==> config.mk <==
export PLATFORM = sky130hd
export DESIGN_NAME = simon_button_input_flat
export DESIGN_NICKNAME = d
export VERILOG_FILES = /design/src/rtl/simon_pkg.sv /design/src/rtl/simon_button_input_if.sv /design/src/rtl/simon_debounce_bit.sv /design/src/rtl/simon_button_input.sv /design/src/flat_wrapper.sv
export SDC_FILE = /design/constraint.sdc
export NUM_CORES = 1
export LEC_CHECK = 0
export ABC_AREA = 0
export BUFFER_PORTS_ARGS = -buffer_cell sky130_fd_sc_hd__buf_2
export CAP_MARGIN = 10
export CORE_MARGIN = 4
export CORE_UTILIZATION = 45
export DETAILED_ROUTE_END_ITERATION = 10
export PLACE_DENSITY_LB_ADDON = 0.3
export SYNTH_ARGS = -nofsm -noshare
export SYNTH_HDL_FRONTEND = slang
export SYNTH_SLANG_ARGS = --single-unit
==> constraint.sdc <==
create_clock -name clk -period 2.2 [get_ports clk]
set_input_delay 0.11 -clock clk [delete_from_list [all_inputs] [get_ports clk]]
set_output_delay 0.11 -clock clk [all_outputs]
set_load 0.1 [all_outputs]
==> src/rtl/simon_pkg.sv <==
// Shared definitions for the Simon button front end and game controller:
// button widths, input-FSM state encoding and the one-hot to index encoder.
package simon_pkg;

  localparam int BTN_W   = 2;
  localparam int NUM_BTN = 4;

  typedef enum logic [1:0] {
    IDLE     = 2'd0,
    HELD     = 2'd1,
    WAIT_REL = 2'd2
  } simon_in_state_t;

  // The highest set bit wins; callers only pass single-bit vectors.
  function automatic logic [BTN_W-1:0] onehot_to_idx(input logic [NUM_BTN-1:0] oh);
    logic [BTN_W-1:0] idx;
    idx = '0;
    for (int i = 0; i < NUM_BTN; i++) begin
      if (oh[i]) idx = BTN_W'(i);
    end
    return idx;
  endfunction

endpackage

==> src/rtl/simon_button_input_if.sv <==
// Button-side bundle between the player buttons and the Simon controller.
// master drives raw buttons and the turn flag; slave is the input conditioner.
interface simon_button_input_if;
  import simon_pkg::*;

  logic [NUM_BTN-1:0] btn_raw;
  logic               simonTurn;
  logic [BTN_W-1:0]   playerNum;
  logic               playerPressed;
  logic               chordError;
  logic [NUM_BTN-1:0] btnHeld;

  modport master (
    output btn_raw, simonTurn,
    input  playerNum, playerPressed, chordError, btnHeld
  );

  modport slave (
    input  btn_raw, simonTurn,
    output playerNum, playerPressed, chordError, btnHeld
  );

endinterface

==> src/rtl/simon_debounce_bit.sv <==
// One button: 2-flop synchroniser followed by a counter debouncer that
// drives the clean level.
module simon_debounce_bit #(
  parameter int DEBOUNCE_TICKS = 3
) (
  input  logic clk,
  input  logic reset,
  input  logic raw_i,
  output logic level_o
);

  localparam logic [3:0] TICKS = 4'(DEBOUNCE_TICKS);

  logic       sync1_q, sync2_q;
  logic       deb_q, deb_d;
  logic [3:0] cnt_q, cnt_d;

  // The level flips on the edge after the counter has reached TICKS, so a clean
  // press sampled at edge 0 shows up on the level at edge 2+DEBOUNCE_TICKS.
  always_comb begin
    deb_d = deb_q;
    cnt_d = cnt_q;
    if (sync2_q == deb_q) begin
      cnt_d = '0;
    end else if (cnt_q == TICKS) begin
      deb_d = sync2_q;
      cnt_d = '0;
    end else begin
      cnt_d = cnt_q + 4'd1;
    end
  end

  always_ff @(posedge clk or posedge reset) begin
    if (reset) begin
      sync1_q <= 1'b0;
      sync2_q <= 1'b0;
      deb_q   <= 1'b0;
      cnt_q   <= '0;
    end else begin
      sync1_q <= raw_i;
      sync2_q <= sync1_q;
      deb_q   <= deb_d;
      cnt_q   <= cnt_d;
    end
  end

  assign level_o = deb_q;

endmodule

==> src/rtl/simon_button_input.sv <==
// Simon player-button conditioner: debounce, rising-edge detect, chord reject,
// single-cycle press strobe. Optional lockout feature: SIMON_INPUT_LOCKOUT_EN.
module simon_button_input
  import simon_pkg::*;
#(
  parameter int DEBOUNCE_TICKS = 3
) (
  input logic                 clk,
  input logic                 reset,
  simon_button_input_if.slave btn_if
);

  logic [NUM_BTN-1:0] deb;
  logic [NUM_BTN-1:0] deb_prev_q;
  logic [NUM_BTN-1:0] rise;
  logic               rise_single, rise_multi, all_released, lockout;

  simon_in_state_t    state_q;
  logic [BTN_W-1:0]   num_q;
  logic               pressed_q, chord_q;

  for (genvar i = 0; i < NUM_BTN; i++) begin : g_btn
    simon_debounce_bit #(
      .DEBOUNCE_TICKS(DEBOUNCE_TICKS)
    ) u_deb (
      .clk    (clk),
      .reset  (reset),
      .raw_i  (btn_if.btn_raw[i]),
      .level_o(deb[i])
    );
  end

`ifdef SIMON_INPUT_LOCKOUT_EN
  assign lockout = btn_if.simonTurn;
`else
  logic unused_simon_turn;
  assign unused_simon_turn = btn_if.simonTurn;
  assign lockout           = 1'b0;
`endif

  assign rise         = deb & ~deb_prev_q;
  assign rise_single  = (rise != '0) && ((rise & (rise - NUM_BTN'(1))) == '0);
  assign rise_multi   = (rise != '0) && !rise_single;
  assign all_released = (deb == '0);

  always_ff @(posedge clk or posedge reset) begin
    if (reset) begin
      state_q    <= IDLE;
      deb_prev_q <= '0;
      num_q      <= '0;
      pressed_q  <= 1'b0;
      chord_q    <= 1'b0;
    end else begin
      deb_prev_q <= deb;
      pressed_q  <= 1'b0;
      chord_q    <= 1'b0;
      case (state_q)
        IDLE: begin
          if (!lockout && rise_single) begin
            num_q     <= onehot_to_idx(rise);
            pressed_q <= 1'b1;
            state_q   <= HELD;
          end else if (!lockout && rise_multi) begin
            chord_q <= 1'b1;
            state_q <= WAIT_REL;
          end
        end
        HELD, WAIT_REL: begin
          if (all_released) state_q <= IDLE;
        end
        default: state_q <= IDLE;
      endcase
      // A button held during the controller's turn must be released before it counts.
      if (lockout && !all_released) state_q <= WAIT_REL;
    end
  end

  assign btn_if.playerNum     = num_q;
  assign btn_if.playerPressed = pressed_q;
  assign btn_if.chordError    = chord_q;
  assign btn_if.btnHeld       = deb;

endmodule

==> src/flat_wrapper.sv <==
// flat-port wrapper written by rule: the top's interface ports become plain ports
module simon_button_input_flat import simon_pkg::*;
#(
  parameter int DEBOUNCE_TICKS = 3
)
  (clk, reset, btn_if_btn_raw, btn_if_simonTurn, btn_if_playerNum, btn_if_playerPressed, btn_if_chordError, btn_if_btnHeld);
  simon_button_input_if btn_if_i ();
  input logic clk;
  input logic reset;
  input wire logic [$bits(btn_if_i.btn_raw)-1:0] btn_if_btn_raw;
  input wire logic [$bits(btn_if_i.simonTurn)-1:0] btn_if_simonTurn;
  output wire logic [$bits(btn_if_i.playerNum)-1:0] btn_if_playerNum;
  output wire logic [$bits(btn_if_i.playerPressed)-1:0] btn_if_playerPressed;
  output wire logic [$bits(btn_if_i.chordError)-1:0] btn_if_chordError;
  output wire logic [$bits(btn_if_i.btnHeld)-1:0] btn_if_btnHeld;
  assign btn_if_i.btn_raw = btn_if_btn_raw;
  assign btn_if_i.simonTurn = btn_if_simonTurn;
  assign btn_if_playerNum = btn_if_i.playerNum;
  assign btn_if_playerPressed = btn_if_i.playerPressed;
  assign btn_if_chordError = btn_if_i.chordError;
  assign btn_if_btnHeld = btn_if_i.btnHeld;
  simon_button_input #(.DEBOUNCE_TICKS(DEBOUNCE_TICKS)) u_core (.clk(clk), .reset(reset), .btn_if(btn_if_i));
endmodule
==> Word level (Yosys, flattened, before mapping) <==
Cells that the tools add are included.
{ "totals": {"reg_bits": 38, "inputBits": 7, "word_cells": 79, "out_inout_bits": 8} }
{ "classes": {"n_reduce_logical": 14, "muxes": 20, "eq_ne": 12, "n_addsub": 5, "n_bitwise": 7} }
{ "ops": {"columns": ["cell", "count"], "rows": [
  ["4-bit 2-to-1 mux", 8],
  ["4-bit by 1-bit adder with 4-bit output (second input constant)", 4],
  ["4-bit by 2-bit equality test with 1-bit output (second input constant)", 4],
  ["2-bit AND reduction", 6],
  ["2-bit 2-to-1 mux", 5],
  ["4-bit AND", 2],
  ["4-bit logical NOT", 2],
  ["1-bit 2-to-1 mux", 6],
  ["1-bit equality test", 4],
  ["1-bit NOT", 4],
  ["4-bit NOT", 1],
  ["2-bit one-hot mux with 2 select lines", 1],
  ["4-bit nonzero test", 1],
  ["4-bit by 1-bit subtractor with 4-bit output (second input constant)", 1],
  ["3-bit by 1-bit != test with 1-bit output (second input constant)", 1],
  ["2-bit by 1-bit equality test with 1-bit output (second input constant)", 1],
  ["2-bit equality test (second input constant)", 1],
  ["1-bit logical AND", 2],
  ["2-bit logical NOT", 1],
  ["2-bit by 1-bit != test with 1-bit output (second input constant)", 1],
  ["2-bit OR reduction", 1],
  ["1-bit logical NOT", 1]
]} }

==> Longest topological paths before layout <==
{ "depth": {"word_depth": 11, "ltp_mapped": 6, "depth_no_buf": 6} }

==> Hierarchy <==
A second synthesis with hierarchy kept.
{ "hier_totals": {"cells_unflattened": 135, "area_unflattened_um2": 1685.4} }
{ "by_module_without_submodules": {"columns": ["module", "area_each_um2", "n_inst", "cells_per_inst", "seq_area_each_um2"], "rows": [
  ["simon_debounce_bit", 289.0, 4, 21, 175.2],
  ["simon_button_input", 529.3, 1, 51, 250.2]
]} }

==> Worst setup path after synthesis <==
Ideal clock, no wire load.
{ "synth_path": {"path_kind": "reg-to-reg", "start": "reg u_core.g_btn[3].u_deb.deb_q", "end": "reg u_core.state_q[1]", "period_less_slack_ps": 1409, "setup_ps": 140, "arrival_ps": 1269, "slack_ps": 791, "required_ps": 2060, "n_path_buf": 1, "stages_incl_launch_ff": 6, "cell_sequence": "dfrtp_1 nor2b_4 buf_6 maj3_2 o221ai_2 o221ai_1"} }
{ "synth_between": {"elab_chain_len": 9, "elab_cells_between_ends": 14, "cone_classes": "add/sub (1); eq/ne (2); mux (2); bitwise (2); reduce/logical (7)"} }
{ "synth_rtl": {"columns": ["element", "line_no", "text"], "rows": [
  ["start: declaration", "simon_debounce_bit.sv:15", "logic deb_q, deb_d;"],
  ["start signal: assignment", "simon_debounce_bit.sv:37", "deb_q <= 1'b0;"],
  ["start signal: assignment", "simon_debounce_bit.sv:42", "deb_q <= deb_d;"],
  ["4-bit AND", "simon_button_input.sv:41", "assign rise = deb & ~deb_prev_q;"],
  ["4-bit by 1-bit subtractor with 4-bit output", "simon_button_input.sv:42", "assign rise_single = (rise != '0) && ((rise & (rise - NUM_BTN'(1))) == '0);"],
  ["4-bit AND", "simon_button_input.sv:42", null],
  ["4-bit logical NOT", "simon_button_input.sv:42", null],
  ["1-bit logical AND", "simon_button_input.sv:42", null],
  ["1-bit logical NOT", "simon_button_input.sv:43", "assign rise_multi = (rise != '0) && !rise_single;"],
  ["1-bit logical AND", "simon_button_input.sv:43", null],
  ["3-bit by 1-bit != test with 1-bit output (no line)", null, null],
  ["2-bit AND reduction (no line)", null, null],
  ["end signal: assignment", "simon_button_input.sv:48", "state_q <= IDLE;"],
  ["end signal: assignment", "simon_button_input.sv:62", "state_q <= HELD;"],
  ["end signal: assignment", "simon_button_input.sv:65", "state_q <= WAIT_REL;"],
  ["end: declaration", "simon_button_input.sv:18", "simon_in_state_t state_q;"]
]} }
Parallel ways exist; a longest one is shown, timed or not.
A chain may end at the register's enable or synchronous reset.

==> Worst setup path in the final report <==
{ "layout_path": {"start": "reg u_core.g_btn[0].u_deb.deb_q", "end": "reg u_core.state_q[0]"} }
{ "layout_between": {"elab_chain_len": 9, "elab_cells_between_ends": 14, "cone_classes": "add/sub (1); eq/ne (2); mux (2); bitwise (2); reduce/logical (7)"} }
{ "layout_rtl": {"columns": ["element", "line_no"], "rows": [
  ["start: declaration", "simon_debounce_bit.sv:15"],
  ["start signal: assignment", "simon_debounce_bit.sv:37"],
  ["start signal: assignment", "simon_debounce_bit.sv:42"],
  ["4-bit AND", "simon_button_input.sv:41"],
  ["4-bit by 1-bit subtractor with 4-bit output", "simon_button_input.sv:42"],
  ["4-bit AND", "simon_button_input.sv:42"],
  ["4-bit logical NOT", "simon_button_input.sv:42"],
  ["1-bit logical AND", "simon_button_input.sv:42"],
  ["1-bit logical NOT", "simon_button_input.sv:43"],
  ["1-bit logical AND", "simon_button_input.sv:43"],
  ["3-bit by 1-bit != test with 1-bit output (no line)", null],
  ["2-bit AND reduction (no line)", null]
]} }
Parallel ways exist; a longest one is shown, timed or not.

==> results.cfg <==
[clocking]
cts.htree.levels = 2
ctsLongestPathBuffers = 2
root_buffer = clkbuf_4
cts-buffers-inserted = 5
cts_resized = 0
tritoncts = built
insertion_delay_ns = 0.33
path_clk_slew_ns = 0.10
cts_setup_buffers = 0
cts_sinks = 38

[setup_path]
worstPathArrival_ns = 1.78
worst_setup_path_end_kind = register
slowest_delay_ns = 0.45
cp_slowest_cell = dfrtp_1
required_ns = 2.43
path_max_fanout = 7
path_cells = nor2b_1, nor3_1, a21oi_1, o221a_2
critical_path_class = reg2reg
startpoint_type = register

[place]
place_hpwl_um = 1726
portBuffers = 13
place_congestion = 0.7950

[routing]
viasPerCell = 5.179
drt-initial-drc-count = 34
dr.pass1.iters = 4
wirelength_um = 2471
drc = 0
ant_nets = 0
route.detailed.wl_per_inst_um = 12.61
via_count = 1015

[run]
maxCapViolations = 0

[logic_synthesis]
seq_area_frac_synth_pct = 58.87
ys_seq_elements = 38
postSynthAreaPerCell_um2 = 12.33
syn_nets = 143
async_flop_share_pct = 100.0
ys_warn_count = 0
synth_enable_flop_cells = 0
ys_types = 33
ys.flop_type = dfrtp_1
synthCells = 131
syn_area_um2 = 1615

[timing]
min_period_over_period_pct = 70.73
tns_ns = 0
drv_slew = 0
fin_crit_ns = 1.556
clock_skew_ns = 0.003859
max_slew.worst_pin.slew_ns = 0.4938
setup_viol = 0
hold_viol = 0
rsz0062_at_grt = no
fmax_ghz = 0.6426
slew_headroom_pct = 67.31

[cells_and_area]
fin_nets = 163
utilization_pct = 53.16
most-common-layout-cells = dfrtp_1 (38), buf_2 (13), a21oi_1 (8)
drive_gt1_share_pct = 16.67
area_delta_synth_final_pct = 11.54
n_fill_cell = 290
layout_commonest_cell = dfrtp_1
n_antenna_cell = 0

[global_routing]
grt_max_degree = 39
grt-ovfl-total = 0
grtUsageTotal_pct = 12.81
antenna_found_initial = 0
first_global_vias = 1036
grt_pass1_wl_um = 4353

[worst_hold_path]
holdCritPathClass = reg2reg

[die]
die_area_um2 = 4612
initial_core_util_pct = 47.66
die_h_um = 67.91
io_pins = 15
core_um2 = 3390
rows = 21
die_w_um = 67.91

[run_status]
status = completed
-- metal layers --
metal | vias to the layer above | track usage (%) | wire length, um
met5 | - | 0 | 0
met4 | 0 | 5.211 | 40
met3 | 5 | 4.926 | 121
met2 | 18 | 22.11 | 1255
met1 | 500 | 14.12 | 1053
li1 | 492 | - | -
-- flip-flops by register name, indices dropped and copies added, names as in the netlist --
register	cells
u_core.btn_if.playerPressed	1
u_core.g_btn.u_deb.sync2_q	4
u_core.btn_if.playerNum	2
u_core.g_btn.u_deb.level_o	4
u_core.g_btn.u_deb.sync1_q	4
u_core.btn_if.chordError	1
u_core.deb_prev_q	4
u_core.state_q	2
u_core.g_btn.u_deb.cnt_q	16
-- stage by stage --
| stage | hold WS, ns | cells | setup WS [ns] | area (um^2) |
|---|---|---|---|---|
| finish | 0.3550 | 196 | 0.6439 | 1802 |
| global route | 0.3723 | 196 | 0.5109 | 1802 |
| CTS | 0.3584 | 196 | 0.6646 | 1802 |
| detailed placement | 0.2197 | 185 | 0.6952 | 1700 |
| global placement | 0.2191 | 185 | 0.7321 | 1700 |
| floorplan | 0.1414 | 131 | 0.7914 | 1615 |
-- worst max-delay path: cells and delay by family (launching register included) --
kind / cells / cell delay (ns)
simple gates: 2 / 0.61
compound gates: 2 / 0.39
flops: 1 / 0.45
-- synthesized netlist by cell type (2+ instances only) --
master	count	area (um^2)
a21oi_1	8	40.04
buf_4	4	30.03
dfrtp_1	38	950.9
ha_1	5	62.56
inv_1	5	18.77
mux2_1	4	45.04
nand2_1	4	15.01
nand2b_1	6	37.54
nand3_1	5	25.02
nand3b_1	3	22.52
nor2_1	6	22.52
nor2b_1	6	37.54
nor3_1	5	25.02
nor3b_1	4	30.03
o2111ai_1	2	17.52
xnor2_1	6	52.55
xor2_1	4	35.03
-- worst paths after layout --
path / slack, ns / end / cells after the start / from
setup / recovery: 0.64 / u_core.state_q[0] / 4 / u_core.g_btn[0].u_deb.level_o
hold reg to reg: 0.35 / u_core.g_btn[0].u_deb.sync2_q / 0 / u_core.g_btn[0].u_deb.sync1_q
min in group asynchronous: 0.43 / u_core.g_btn[1].u_deb.sync2_q / 4 / reset
setup reg to reg: 0.64 / u_core.state_q[0] / 4 / u_core.g_btn[0].u_deb.level_o
hold / removal: 0.35 / u_core.g_btn[0].u_deb.sync2_q / 0 / u_core.g_btn[0].u_deb.sync1_q
max in group asynchronous: 1.45 / u_core.g_btn[1].u_deb.cnt_q[0] / 4 / reset
-- cells by family (layout without fill, tap and decap cells) --
kind of cell / count (synthesis) / in the layout / synth area share (%)
AO/OA/AOI/OAI: 17 / 17 / 7.824
XOR/XNOR: 10 / 10 / 5.422
adder cells (fa/ha/maj): 6 / 6 / 4.570
multiplexers: 5 / 5 / 3.485
buffers and inverters: 11 / 30 / 3.950
flip-flops: 38 / 38 / 58.87
AND/OR/NAND/NOR: 44 / 44 / 15.88
-- what timing repair did --
action,in CTS,in global routing
hold endpoints to repair,42,0
endpoints found under the setup margin,0,0
hold buffers,5,0
-- layout make-up --
cell class / count / area (um^2) / area share (%)
inverters: 5 / 18.77 / 1.042
multi-input cells: 82 / 600.6 / 33.33
well taps: 46 / 57.56 / 3.194
clock buffers: 6 / 51.30 / 2.847
repair buffers: 19 / 122.6 / 6.806
flip-flops and latches: 38 / 950.9 / 52.78
Power is left out: the tool's default activity adds up to more than one toggle a clock period on the data nets, which glitch-free logic cannot reach.
